### src/rtl/fifo_serializer.sv
// fifo_serializer: pulls up to READ entries from the head of a FIFO in one
// cycle, buffers them locally and hands them to a consumer one per cycle over
// a valid/ready interface. A refill is issued in the same cycle the last
// buffered entry is accepted, so back-to-back batches stream without a bubble.
module fifo_serializer #(
    parameter int   DATA = 32,
    parameter int   READ = 4,
    parameter logic ACT  = 1'b0
) (
    input  logic                   clk,
    input  logic                   reset,
    input  logic                   flush_,
    input  logic [READ*DATA-1:0]   rd,
    input  logic [READ-1:0]        v,
    output logic [READ-1:0]        re,
    output logic                   out_valid,
    input  logic                   out_ready,
    output logic [DATA-1:0]        out_data,
    output logic [$clog2(READ):0]  pending
);

    localparam int PW = $clog2(READ);
    localparam int CW = PW + 1;

    typedef enum logic {
        IDLE,
        DRAIN
    } state_t;

    state_t          state;
    logic [PW-1:0]   ptr;
    logic [CW-1:0]   cnt;
    logic [CW-1:0]   k;
    logic [DATA-1:0] buffer [READ];
    logic            transfer;
    logic            last;
    logic            load;
    logic [READ-1:0] grab;
    logic            run;

    // Count the unbroken run of valid lanes starting at lane 0; anything past
    // the first hole is left in the FIFO so entries stay in order.
    always_comb begin
        k   = '0;
        run = 1'b1;
        for (int i = 0; i < READ; i++) begin
            if (run && v[i]) begin
                k = k + CW'(1);
            end else begin
                run = 1'b0;
            end
        end
    end

    // Decide whether this cycle fetches from the FIFO and which lanes it pops;
    // reset and flush both force every read enable to its inactive level.
    always_comb begin
        transfer = (state == DRAIN) && out_ready;
        last     = ({1'b0, ptr} == (cnt - CW'(1)));
        load     = flush_ && (k != '0) && ((state == IDLE) || (transfer && last));
        grab     = '0;
        re       = '0;
        for (int i = 0; i < READ; i++) begin
            grab[i] = load && (CW'(i) < k);
            re[i]   = (!reset && grab[i]) ? ACT : ~ACT;
        end
    end

    assign out_valid = (state == DRAIN);
    assign pending   = cnt - {1'b0, ptr};

    // Buffer fill/drain state machine; out_data is kept registered so it holds
    // the last shown entry once the buffer runs empty or is flushed.
    always_ff @(posedge clk or posedge reset) begin
        if (reset) begin
            state    <= IDLE;
            cnt      <= '0;
            ptr      <= '0;
            out_data <= '0;
            for (int i = 0; i < READ; i++) begin
                buffer[i] <= '0;
            end
        end else if (!flush_) begin
            state <= IDLE;
            cnt   <= '0;
            ptr   <= '0;
        end else if (load) begin
            for (int i = 0; i < READ; i++) begin
                if (grab[i]) begin
                    buffer[i] <= rd[i*DATA +: DATA];
                end
            end
            cnt      <= k;
            ptr      <= '0;
            state    <= DRAIN;
            out_data <= rd[DATA-1:0];
        end else if (transfer) begin
            if (last) begin
                state <= IDLE;
                cnt   <= '0;
                ptr   <= '0;
            end else begin
                ptr      <= ptr + PW'(1);
                out_data <= buffer[ptr + PW'(1)];
            end
        end
    end

endmodule
### config.mk
export PLATFORM = sky130hd
export DESIGN_NAME = fifo_serializer
export DESIGN_NICKNAME = d
export VERILOG_FILES = /design/src/rtl/fifo_serializer.sv
export SDC_FILE = /design/constraint.sdc
export NUM_CORES = 1
export LEC_CHECK = 0
export BUFFER_PORTS_ARGS = -buffer_cell sky130_fd_sc_hd__buf_2
export CAP_MARGIN = 20
export CORE_MARGIN = 4
export CORE_UTILIZATION = 49
export DETAILED_ROUTE_END_ITERATION = 10
export GPL_TIMING_DRIVEN = 0
export PLACE_DENSITY = 0.76
export SETUP_SLACK_MARGIN = 0.1
export SYNTH_ARGS = -nofsm -noshare
export SYNTH_HDL_FRONTEND = slang
export SYNTH_SLANG_ARGS = --single-unit
### constraint.sdc
create_clock -name clk -period 5.93 [get_ports clk]
set_clock_uncertainty 0.2 [all_clocks]
set_input_delay 0.8895 -clock clk [delete_from_list [all_inputs] [get_ports clk]]
set_output_delay 0.8895 -clock clk [all_outputs]
set_load 0.02 [all_outputs]
# Yosys cells after proc, flatten, opt, wreduce, memory -nomap -nowiden
# Index checks and enable logic that the tools add are counted.
dict set report op_classes {
  add_sub_neg 6
  mul 0
  n_div 0
  order_cmp 5
  eq_ne 4
  shifts 0
  n_mux 29
  bitwise 2
  reduce_logical 25
}
# operator n
set op_table {}
lappend op_table {{2-to-1 mux 32 bit} 5}
lappend op_table {{binary-select mux 32 bit (select 2 bit)} 1}
lappend op_table {{2-to-1 mux 3 bit} 6}
lappend op_table {{logical AND 1 bit} 15}
lappend op_table {{AND reduction 3 bit} 5}
lappend op_table {{2-to-1 mux 1 bit} 12}
lappend op_table {{2-to-1 mux 2 bit} 5}
lappend op_table {{adder 3 x 1 -> 3 bit, second input constant} 2}
lappend op_table {{< comparator 1 x 3 -> 1 bit, first input constant} 2}
lappend op_table {{< comparator 2 x 3 -> 1 bit, first input constant} 2}
lappend op_table {{!= test 3 x 1 -> 1 bit, second input constant} 2}
lappend op_table {{equality test 2 x 3 -> 1 bit} 1}
lappend op_table {{greater-or-equal comparator 3 bit, second input constant} 1}
lappend op_table {{inverter 2 -> 3 bit} 1}
lappend op_table {{nonzero test 3 bit} 1}
lappend op_table {{subtractor 3 x 1 -> 3 bit, second input constant} 1}
lappend op_table {{subtractor 3 x 2 -> 3 bit} 1}
lappend op_table {{adder 1 x 1 -> 2 bit, second input constant} 1}
lappend op_table {{adder 2 x 1 -> 2 bit, second input constant} 1}
lappend op_table {{!= test 2 x 1 -> 1 bit, second input constant} 1}
lappend op_table {{AND reduction 2 bit} 1}
lappend op_table {{nonzero test 2 bit} 1}
lappend op_table {{logical NOT 1 bit} 1}
lappend op_table {{logical OR 1 bit} 1}
lappend op_table {{inverter 1 bit} 1}
dict set report word_totals {
  register_bits 166
  latch_bits 0
  ram_bits 0
  romBits 0
  output_inout_bits 40
  word_cells 79
  n_memories 0
}

# Logic depth before layout (Yosys ltp)
# Gate-level depths: netlist of the first run.
dict set report depth {
  ltp_word 13
  ltp_mapped 9
}

# Worst setup path before layout of the first run
# No wires, ideal clock.
dict set report synth_path {
  path_kind {input port to output port}
  start {in reset}
  end {out re[0]}
  t_arrival_ns 5.144
  slack_ns -0.303
  path_stages 2
  n_path_buf 0
  path_cell_list {inv_1 nand2b_1}
}
dict set report synth_between {
  elab_chain_len 3
}
# element line
set synth_rtl {}
lappend synth_rtl {{start: declaration} 11} ;# input logic reset,
lappend synth_rtl {{logical NOT 1 bit (no source line)} --}
lappend synth_rtl {{logical AND 1 bit} 65} ;# re[i] = (!reset && grab[i]) ? ACT : ~ACT;
lappend synth_rtl {{2-to-1 mux 1 bit} 65}
lappend synth_rtl {{end: declaration} 15} ;# output logic [READ-1:0] re,
# No other way between the ends.

# Worst setup path in the final report of the first run
dict set report layout_path {
  start {in v[0]}
  end {out re[0]}
}
dict set report layout_between {
  elab_chain_len 13
  elab_cells_between_ends 20
}
# element line
set layout_rtl {}
lappend layout_rtl {{start: declaration} 14} ;# input logic [READ-1:0] v,
lappend layout_rtl {{2-to-1 mux 1 bit} 47} ;# if (run && v[i]) begin
lappend layout_rtl {{adder 1 x 1 -> 2 bit or logical AND 1 bit (tied branches)} {48, 47}}
lappend layout_rtl {{2-to-1 mux 2 bit or 2-to-1 mux 1 bit (tied branches)} 47}
lappend layout_rtl {{adder 3 x 1 -> 3 bit or logical AND 1 bit (tied branches)} {48, 47}}
lappend layout_rtl {{2-to-1 mux 3 bit or 2-to-1 mux 1 bit (tied branches)} 47}
lappend layout_rtl {{adder 3 x 1 -> 3 bit or logical AND 1 bit (tied branches)} {48, 47}}
lappend layout_rtl {{2-to-1 mux 3 bit *} 47}
lappend layout_rtl {{branches (longest 3 deep; another with < comparator 1 x 3 -> 1 bit)} --}
lappend layout_rtl {{logical AND 1 bit *} 64} ;# grab[i] = load && (CW'(i) < k);
lappend layout_rtl {{logical AND 1 bit *} 65}
lappend layout_rtl {{2-to-1 mux 1 bit *} 65}
# Every way passes the cells marked *.

==> results.json, run 1 <==
{
  "die_w_um": 135,
  "ios": 176,
  "rr_worst_depth": 7,
  "drt_iter0_markers": 221,
  "setup_violations": 0,
  "ctsHtreeMaxLevel": 4,
  "rrSetupSlack_ps": 2810,
  "worstSetupStartpointType": "input port",
  "ir_drop_uv": 314,
  "die_area_sq_mm": 0.0183,
  "viasPerCell": 5.44,
  "cpMaxStageDelayCell": "clkbuf_1",
  "crit_arrival_ps": 3450,
  "synth_enable_flop_cells": 0,
  "num_rows": 46,
  "cts_hold_buf": 0,
  "cts_resized": 0,
  "hold_path.class": "flop to flop",
  "min-delay-start": "cnt[1]$_DFFE_PP0P_",
  "regArea_sq_mm": 0.00415,
  "layout.nets": 821,
  "yosysUniqueCellTypes": 35,
  "wl_per_cell_um": 21.9,
  "syn_nets": 624,
  "ant_nets": 0,
  "powerDensity_mw_per_mm2": 328,
  "grt_pass1_vias": 5625,
  "yosysWarnings": 0,
  "finalHoldViolations": 0,
  "fin_crit_sh_pct": 76.6,
  "finalCriticalPeriod_ps": 4540,
  "drive_gt1_share_pct": 63.7,
  "cpMostUsedCell": "buf_2",
  "synth_ff_type": "dfrtp_1",
  "post-place-ws_ps": 1420,
  "grt_pass1_wl_um": 31100,
  "syn_inst": 484,
  "rsz0062_at_grt": "no",
  "drv_cap": 0,
  "wl_um": 20000,
  "slew_violations": 0,
  "worstPathCellList": "buf_2 -> inv_1 -> a21oi_1 -> ha_1 -> nor4bb_1 -> a31oi_1 -> o2111ai_1 -> clkbuf_1 -> nand2b_1 -> buf_2",
  "drc": 0,
  "async_flop_share_pct": 100,
  "via_count": 4959,
  "drt_pre_antenna_iters": 4,
  "cts_buffers": 17,
  "regToRegStartpoint": "cnt[0]$_DFFE_PP0P_",
  "crit_path_max_fanout": 10,
  "cts_tree": "done",
  "multi_input_area_sq_mm": 0.00353,
  "area_growth_pct": 22.7,
  "die_h_um": 135,
  "root_buffer": "clkbuf_16",
  "timing.rr.end": "buffer[112]$_DFFE_PP0P_",
  "grt.total_usage_pct": 22.4,
  "syn_area_per_cell_sq_um": 16.4,
  "setup-tns-final_ps": 0,
  "core_sq_mm": 0.0159,
  "leakagePower_nw": 4.80,
  "clkTransAtPathRegs_ps": 50,
  "cts_setup_buffers": 0,
  "finalWorstSetupSlack_ps": 1390,
  "insertion_delay_ps": 430,
  "syn_area_sq_mm": 0.00795,
  "io_buffer_count": 174,
  "clockBufferDepth": 2,
  "setup.worst_path.class": "input port to output pin",
  "startpoint": "v[0]",
  "slew_headroom_pct": 38.1,
  "synth-seq-area-share_pct": 52.2,
  "gp_congestion": 0.865,
  "cp.required_ps": 4840,
  "start_util_pct": 50.1,
  "crit_end": "re[0]",
  "dp_hpwl_um": 14400,
  "grt_start_max_net_pins": 41,
  "antenna_found_initial": 5,
  "end_kind": "output pin",
  "tightest_slew_ps": 926,
  "synth-seq-cells": 166,
  "cts_sinks": 166,
  "status": "finished, final reports clean",
  "grt_remaining_overflow": 0,
  "crit_path_max_incr_delay_ps": 600,
  "fmax_ghz": 0.220,
  "num-fill-cells": 1229
}
==> cells in the mapped netlist, types with 2 or more instances <==
| library cell | number | area share [%] |
|---|---|---|
| a211o_1 | 3 | 0.33 |
| a21o_1 | 2 | 0.19 |
| a21oi_1 | 2 | 0.13 |
| and2_1 | 3 | 0.24 |
| buf_1 | 4 | 0.19 |
| buf_2 | 9 | 0.57 |
| buf_6 | 13 | 1.8 |
| clkbuf_1 | 7 | 0.33 |
| dfrtp_1 | 166 | 52 |
| ha_1 | 3 | 0.47 |
| inv_1 | 10 | 0.47 |
| mux2_2 | 79 | 11 |
| mux2_4 | 87 | 16 |
| mux4_2 | 32 | 9.1 |
| nand2_1 | 3 | 0.14 |
| nand2b_1 | 19 | 1.5 |
| nand3_1 | 4 | 0.25 |
| nor3_1 | 2 | 0.13 |
| nor4b_1 | 2 | 0.22 |
| o21ai_0 | 3 | 0.19 |
| o221a_2 | 13 | 1.8 |
| o2bb2ai_1 | 3 | 0.33 |
| o311a_1 | 2 | 0.25 |
| xor2_1 | 2 | 0.22 |
==> critical path: cells and delay by family <==
family	cells	cell delay, ps
compound gates	3	700
fa+ha+maj	1	270
buf+inv	4	990
simple gates	2	590
==> sequential cells by signal, summed over array words and instances, names as in the netlist <==
| name | count |
|---|---|
| buffer | 128 |
| cnt | 3 |
| out_data | 32 |
| out_valid | 1 |
| ptr | 2 |
==> layer usage <==
metal	wire (um)	global-route usage, %
met2	9770	37.3
met4	238	5.10
met1	8330	29.2
met3	1580	6.95
met5	34	0
==> where the power goes <==
part	switching [mW]	internal [mW]	leakage (nW)	total [mW]
Combinational	0.265	0.402	2.43	0.667
Sequential	0.116	1.34	2.09	1.46
Clock	0.438	0.635	0.275	1.07
Total	0.819	2.38	4.80	3.20
==> worst min path at each step <==
| stage | end | slack [ps] | cells after the start |
|---|---|---|---|
| after detailed placement | cnt[1]$_DFFE_PP0P_ | 280 | 1 |
| after floorplan | cnt[0]$_DFFE_PP0P_ | 260 | 1 |
| after global placement | cnt[0]$_DFFE_PP0P_ | 280 | 1 |
| after global routing | buffer[21]$_DFFE_PP0P_ | 320 | 1 |
| final | cnt[1]$_DFFE_PP0P_ | 290 | 1 |
| after CTS | cnt[1]$_DFFE_PP0P_ | 300 | 1 |
==> cell families after synthesis <==
kind of cell	after synthesis	share of synthesized area, %
muxes	198	36.7
xor gates and xnor gates	3	0.425
buffers and inverters	43	3.40
and+or+nand+nor	38	2.91
DFF	166	52.2
adders and majority gates	4	0.724
AOI/OAI and AO/OA	32	3.65
==> layout make-up <==
cell class | count | area share (%)
diodes | 3 | 0.0769
clock buffers | 21 | 4.72
clock inverters | 9 | 1.06
flip-flops and latches | 166 | 42.6
repair buffers | 178 | 9.82
plain buffers | 33 | 2.38
inverters | 10 | 0.423
multi-input cells | 275 | 36.2
well taps | 216 | 2.77
==> cell usage in the layout, fill, tap and decap left out, types with 3 or more instances in the layout <==
| master | count |
|---|---|
| buf_6 | 13 |
| a211o_1 | 3 |
| clkinv_2 | 4 |
| o2bb2ai_1 | 3 |
| buf_12 | 3 |
| mux4_2 | 32 |
| o221a_2 | 13 |
| clkinvlp_4 | 3 |
| nand2_1 | 3 |
| and2_1 | 3 |
| buf_2 | 183 |
| inv_1 | 9 |
| dfrtp_1 | 166 |
| clkbuf_1 | 9 |
| o21ai_0 | 3 |
| buf_1 | 4 |
| mux2_2 | 79 |
| ha_1 | 3 |
| mux2_4 | 87 |
| clkbuf_16 | 17 |
| diode_2 | 3 |
| nand3_1 | 4 |
| nand2b_1 | 19 |
==> per-stage QoR <==
stage | hold slack [ps] | utilization, % | area, sq um | cells | total power, mW
floorplan | 256 | - | 7960 | 484 | 1.92
global placement | 278 | 57.3 | 9100 | 874 | 2.10
detailed placement | 278 | 57.8 | 9190 | 878 | 2.15
CTS | 295 | 61.4 | 9750 | 908 | 3.22
global route | 318 | 61.4 | 9760 | 910 | 3.34
finish | 289 | 61.4 | 9760 | 911 | 3.20
No activity file was read; power rests on OpenSTA's default activity.
==> inputs of run 2 (changes only) <==
--- a/config.mk
+++ b/config.mk
@@ -8,10 +8,10 @@
 export BUFFER_PORTS_ARGS = -buffer_cell sky130_fd_sc_hd__buf_2
 export CAP_MARGIN = 20
 export CORE_MARGIN = 4
-export CORE_UTILIZATION = 49
+export CORE_UTILIZATION = 50
 export DETAILED_ROUTE_END_ITERATION = 10
 export GPL_TIMING_DRIVEN = 0
-export PLACE_DENSITY = 0.76
+export PLACE_DENSITY = 0.74
 export SETUP_SLACK_MARGIN = 0.1
 export SYNTH_ARGS = -nofsm -noshare
 export SYNTH_HDL_FRONTEND = slang
==> constraint.sdc (replaced) <==
create_clock -name clk -period 4.4 [get_ports clk]
set_clock_uncertainty 0.2 [all_clocks]
set_input_delay 0.66 -clock clk [delete_from_list [all_inputs] [get_ports clk]]
set_output_delay 0.66 -clock clk [all_outputs]
set_load 0.02 [all_outputs]
==> results.json, run 2 (synthesis results as in run 1) <==
{
  "cts_resized": 0,
  "status": "finished, final reports clean",
  "grt_pass1_wl_um": 30700,
  "crit_arrival_ps": 3190,
  "num_rows": 45,
  "grt_pass1_vias": 5566,
  "cts_buffers": 17,
  "slew_violations": 0,
  "antenna_found_initial": 2,
  "clockBufferDepth": 2,
  "rsz0062_at_grt": "no",
  "drt_iter0_markers": 207,
  "area_growth_pct": 22.8,
  "crit_path_max_fanout": 10,
  "num-fill-cells": 1173,
  "start_util_pct": 51.7,
  "ant_nets": 0,
  "whs_ps": 85.0,
  "max_flop_register": "buffer",
  "final_common_cell": "buf_2",
  "layout_common_cells": "183 x buf_2, 166 x dfrtp_1, 87 x mux2_4",
  "root_buffer": "clkbuf_16",
  "dpl_cell_area_sq_mm": 0.00917,
  "drv_cap": 0,
  "fin_crit_sh_pct": 92.0,
  "core_sq_mm": 0.0154,
  "finalHoldViolations": 0,
  "insertion_delay_ps": 440,
  "reg.largest.list": "buffer (128), out_data (32), cnt (3)",
  "drt_pre_antenna_iters": 4,
  "timing.rr.end": "buffer[110]$_DFFE_PP0P_",
  "grt.total_usage_pct": 22.6,
  "drc": 0,
  "cts_sinks": 166,
  "ios": 176,
  "die_w_um": 134,
  "fmax_ghz": 0.247,
  "die_area_sq_mm": 0.0180,
  "final_area_sq_mm": 0.00977,
  "worstSetupStartpointType": "input port",
  "ir_drop_uv": 315,
  "ctsHtreeMaxLevel": 4,
  "dp_hpwl_um": 14000,
  "finalCriticalPeriod_ps": 4050,
  "slew_headroom_pct": 43.9,
  "die_h_um": 134,
  "setup_violations": 0,
  "cp.required_ps": 3540,
  "diodes": 0,
  "cts_setup_buffers": 0,
  "io_buffer_count": 174,
  "clkTransAtPathRegs_ps": 60,
  "grt_start_max_net_pins": 44,
  "wl_um": 19500,
  "cts_tree": "done",
  "largest_reg_flops": 128,
  "regToRegStartpoint": "cnt[1]$_DFFE_PP0P_",
  "setup.worst_path.class": "input port to output pin",
  "hold_path.class": "input port to async pin",
  "cts_hold_buf": 0,
  "rr_worst_depth": 7,
  "via_count": 4942,
  "viasPerCell": 5.47,
  "powerDensity_mw_per_mm2": 446,
  "end_kind": "output pin",
  "tightest_slew_ps": 840,
  "grt_remaining_overflow": 0,
  "layout.nets": 821,
  "drive_gt1_share_pct": 63.9,
  "gp_congestion": 0.801,
  "rrSetupSlack_ps": 1320,
  "wl_per_cell_um": 21.6,
  "leakagePower_nw": 4.81
}
## run 2: layout make-up
class                           count  area, sq um  share of cell area [%]
Buffer                             33          233                    2.38
Clock buffer                       23          498                    5.10
Multi-Input combinational cell    275         3530                    36.1
Sequential cell                   166         4150                    42.5
Clock inverter                      8         96.3                   0.986
Inverter                           10         41.3                   0.423
Tap cell                          211          264                    2.70
Timing Repair Buffer              178          951                    9.74
## run 2: how the worst max path moves through the flow
stage                     slack, ps  depth (start not counted)     to                from
after global routing            210                          8  re[0]  cnt[1]$_DFFE_PP0P_
after global placement         -990                          4  re[0]               reset
after CTS                       380                         10  re[0]                v[0]
after detailed placement        370                         10  re[0]                v[0]
final                           350                         10  re[0]                v[0]
after floorplan                -250                          2  re[0]               reset
## run 2: per-stage QoR
step | util (%) | instances | power (mW) | setup TNS, ps | setup slack [ps]
2_1_floorplan | - | 484 | 2.59 | -990 | -247
3_3_place_gp | 59.2 | 869 | 2.83 | -3940 | -993
6_report | 63.5 | 904 | 4.36 | 0 | 352
5_1_grt | 63.5 | 904 | 4.55 | 0 | 214
3_5_place_dp | 59.7 | 873 | 2.89 | 0 | 374
4_1_cts | 63.5 | 904 | 4.39 | 0 | 375
## run 2: worst max-delay path, cell delays in order
cell	delay, ps
buf_2	130
nand2_1	150
inv_1	70
ha_1	290
nor4bb_1	420
a31oi_1	150
o2111ai_1	410
clkbuf_1	570
nand2b_1	180
buf_2	160
## run 2: routing by layer
| layer | vias to the layer above | wire length [um] | GRT usage, % |
|---|---|---|---|
| met5 | - | 27 | 0 |
| met4 | 4 | 348 | 7.52 |
| met3 | 30 | 1500 | 7.13 |
| met2 | 164 | 9420 | 36.6 |
| met1 | 2548 | 8220 | 29.1 |
| li1 | 2196 | - | - |
## run 2: power breakdown
| part | total (mW) | leakage (nW) | switching [mW] | internal [mW] |
|---|---|---|---|---|
| Sequential | 1.96 | 2.09 | 0.153 | 1.81 |
| Combinational | 0.898 | 2.43 | 0.356 | 0.541 |
| Clock | 1.50 | 0.295 | 0.593 | 0.904 |
| Total | 4.36 | 4.81 | 1.10 | 3.25 |
==> inputs of run 3 (changes only) <==
--- a/config.mk
+++ b/config.mk
@@ -12,6 +12,7 @@
 export DETAILED_ROUTE_END_ITERATION = 10
 export GPL_TIMING_DRIVEN = 0
 export PLACE_DENSITY = 0.74
+export REMOVE_ABC_BUFFERS = 1
 export SETUP_SLACK_MARGIN = 0.1
 export SYNTH_ARGS = -nofsm -noshare
 export SYNTH_HDL_FRONTEND = slang
==> results.json, run 3 (synthesis results as in run 1) <==
{
  "status": "finished, final reports clean",
  "cpMaxStageDelayCell": "or4_1",
  "ios": 176,
  "cts_buffers": 17,
  "dp_cells": 846,
  "hold_path.class": "input port to async pin",
  "slew_headroom_pct": 50.2,
  "gp_congestion": 0.901,
  "powerDensity_mw_per_mm2": 454,
  "insertion_delay_ps": 420,
  "crit_path_max_incr_delay_ps": 680,
  "cts_hold_buf": 0,
  "finalWorstSetupSlack_ps": 159,
  "crit_path_max_fanout": 18,
  "regArea_sq_mm": 0.00416,
  "num_rows": 45,
  "cts_setup_buffers": 0,
  "largest_reg_flops": 128,
  "crit_arrival_ps": 3380,
  "setup.worst_path.class": "flop to output pin",
  "drc": 0,
  "io_buffer_count": 175,
  "ant_nets": 0,
  "drt_iter0_markers": 265,
  "slew_violations": 0,
  "cts_sinks": 166,
  "end_kind": "output pin",
  "tightest_slew_ps": 745,
  "post-place-ws_ps": 522,
  "layout_common_cells": "175 x buf_2, 164 x dfrtp_1, 87 x mux2_4",
  "ir_drop_uv": 385,
  "cts_resized": 1,
  "setup-tns-final_ps": 0,
  "leakagePower_nw": 4.77,
  "worstSetupStartpointType": "flop",
  "die_h_um": 134,
  "rsz0062_at_grt": "yes",
  "area_growth_pct": 22.3,
  "start_util_pct": 51.7,
  "fin_crit_sh_pct": 96.4,
  "rr_worst_depth": 5,
  "finalCriticalPeriod_ps": 4240,
  "multi_input_area_sq_mm": 0.00356,
  "layout.nets": 794,
  "clkTransAtPathRegs_ps": 60,
  "drv_cap": 0,
  "core_sq_mm": 0.0154,
  "fmax_ghz": 0.236,
  "via_count": 4828,
  "die_area_sq_mm": 0.0180,
  "grt_remaining_overflow": 0,
  "grt.total_usage_pct": 21.7,
  "num-fill-cells": 1147,
  "wl_per_cell_um": 21.7,
  "drt_pre_antenna_iters": 4,
  "setup_violations": 0,
  "grt_pass1_vias": 5529,
  "drive_gt1_share_pct": 65.5,
  "grt_pass1_wl_um": 29900,
  "max_flop_register": "buffer",
  "final_common_cell": "buf_2",
  "viasPerCell": 5.49,
  "grt_start_max_net_pins": 91,
  "die_w_um": 134,
  "antenna_found_initial": 2,
  "wl_um": 19000,
  "finalHoldViolations": 0,
  "fin_cells": 879,
  "cp.required_ps": 3540,
  "worstPathCellList": "ha_1 -> or4_1 -> a211o_2 -> buf_12 -> nand2b_1 -> buf_2",
  "root_buffer": "clkbuf_16",
  "dp_hpwl_um": 12600,
  "cts_tree": "done",
  "reg.largest.list": "buffer (128), out_data (32), cnt (3)",
  "clockBufferDepth": 2,
  "ctsHtreeMaxLevel": 4
}
-- run 3: cell types whose count changed in the layout (fill, tap and decap cells not counted), sizes merged --
cell and change:
clkinv +2, clkinvlp -1, inv +1, bufinv +1, diode +1, buf -20, clkbuf -9
-- run 3: worst paths after layout --
path | start | endpoint | slack, ps
min in group clk | rd[102] | buffer[6]$_DFFE_PP0P_ | 270
min | reset | buffer[3]$_DFFE_PP0P_ | 90
max in group asynchronous | reset | ptr[0]$_DFFE_PP0P_ | 3040
max reg2reg | ptr[0]$_DFFE_PP0P_ | buffer[95]$_DFFE_PP0P_ | 1140
min reg2reg | cnt[0]$_DFFE_PP0P_ | cnt[0]$_DFFE_PP0P_ | 290
max | ptr[0]$_DFFE_PP0P_ | re[1] | 160
-- run 3: area by class of cell --
class | instances | area share (%)
multi-input cells | 275 | 36.6
well taps | 211 | 2.71
clock inverters | 11 | 1.52
diodes | 1 | 0.0257
inverters | 10 | 0.463
clock buffers | 21 | 4.94
flip-flops and latches | 166 | 42.7
repair buffers | 184 | 11.0
-- run 3: layer usage --
metal	wire (um)	vias to the layer above	GRT usage (%)	share of wire (%)
met5	40	-	0	0.21
met4	235	4	6.45	1.2
met3	1570	25	8.36	8.2
met2	9660	194	36.7	51
met1	7540	2466	26.0	40
li1	-	2139	-	-
-- run 3: worst max-delay path, delay by kind of cell, from the launching register on --
kind / cells / cell delay, ps
AOI/OAI and AO/OA: 1 / 620
DFF: 1 / 610
adders and majority gates: 1 / 430
buffers and inverters: 2 / 460
and+or+nand+nor: 2 / 830
-- run 3: per-stage QoR --
step	utilization, %	hold WS [ps]	power, mW	cell area, sq um
floorplan	-	256	2.59	7720
detailed placement	59.1	278	2.88	9090
global route	63.3	143	4.63	9730
finish	63.3	89.0	4.42	9730
global placement	57.6	276	2.82	8860
CTS	63.2	121	4.45	9720
-- run 3: where the power goes --
group | internal, mW | leakage, nW | switching, mW | total, mW
Sequential | 1.81 | 2.09 | 0.161 | 1.97
Combinational | 0.539 | 2.37 | 0.344 | 0.883
Clock | 0.955 | 0.309 | 0.612 | 1.57
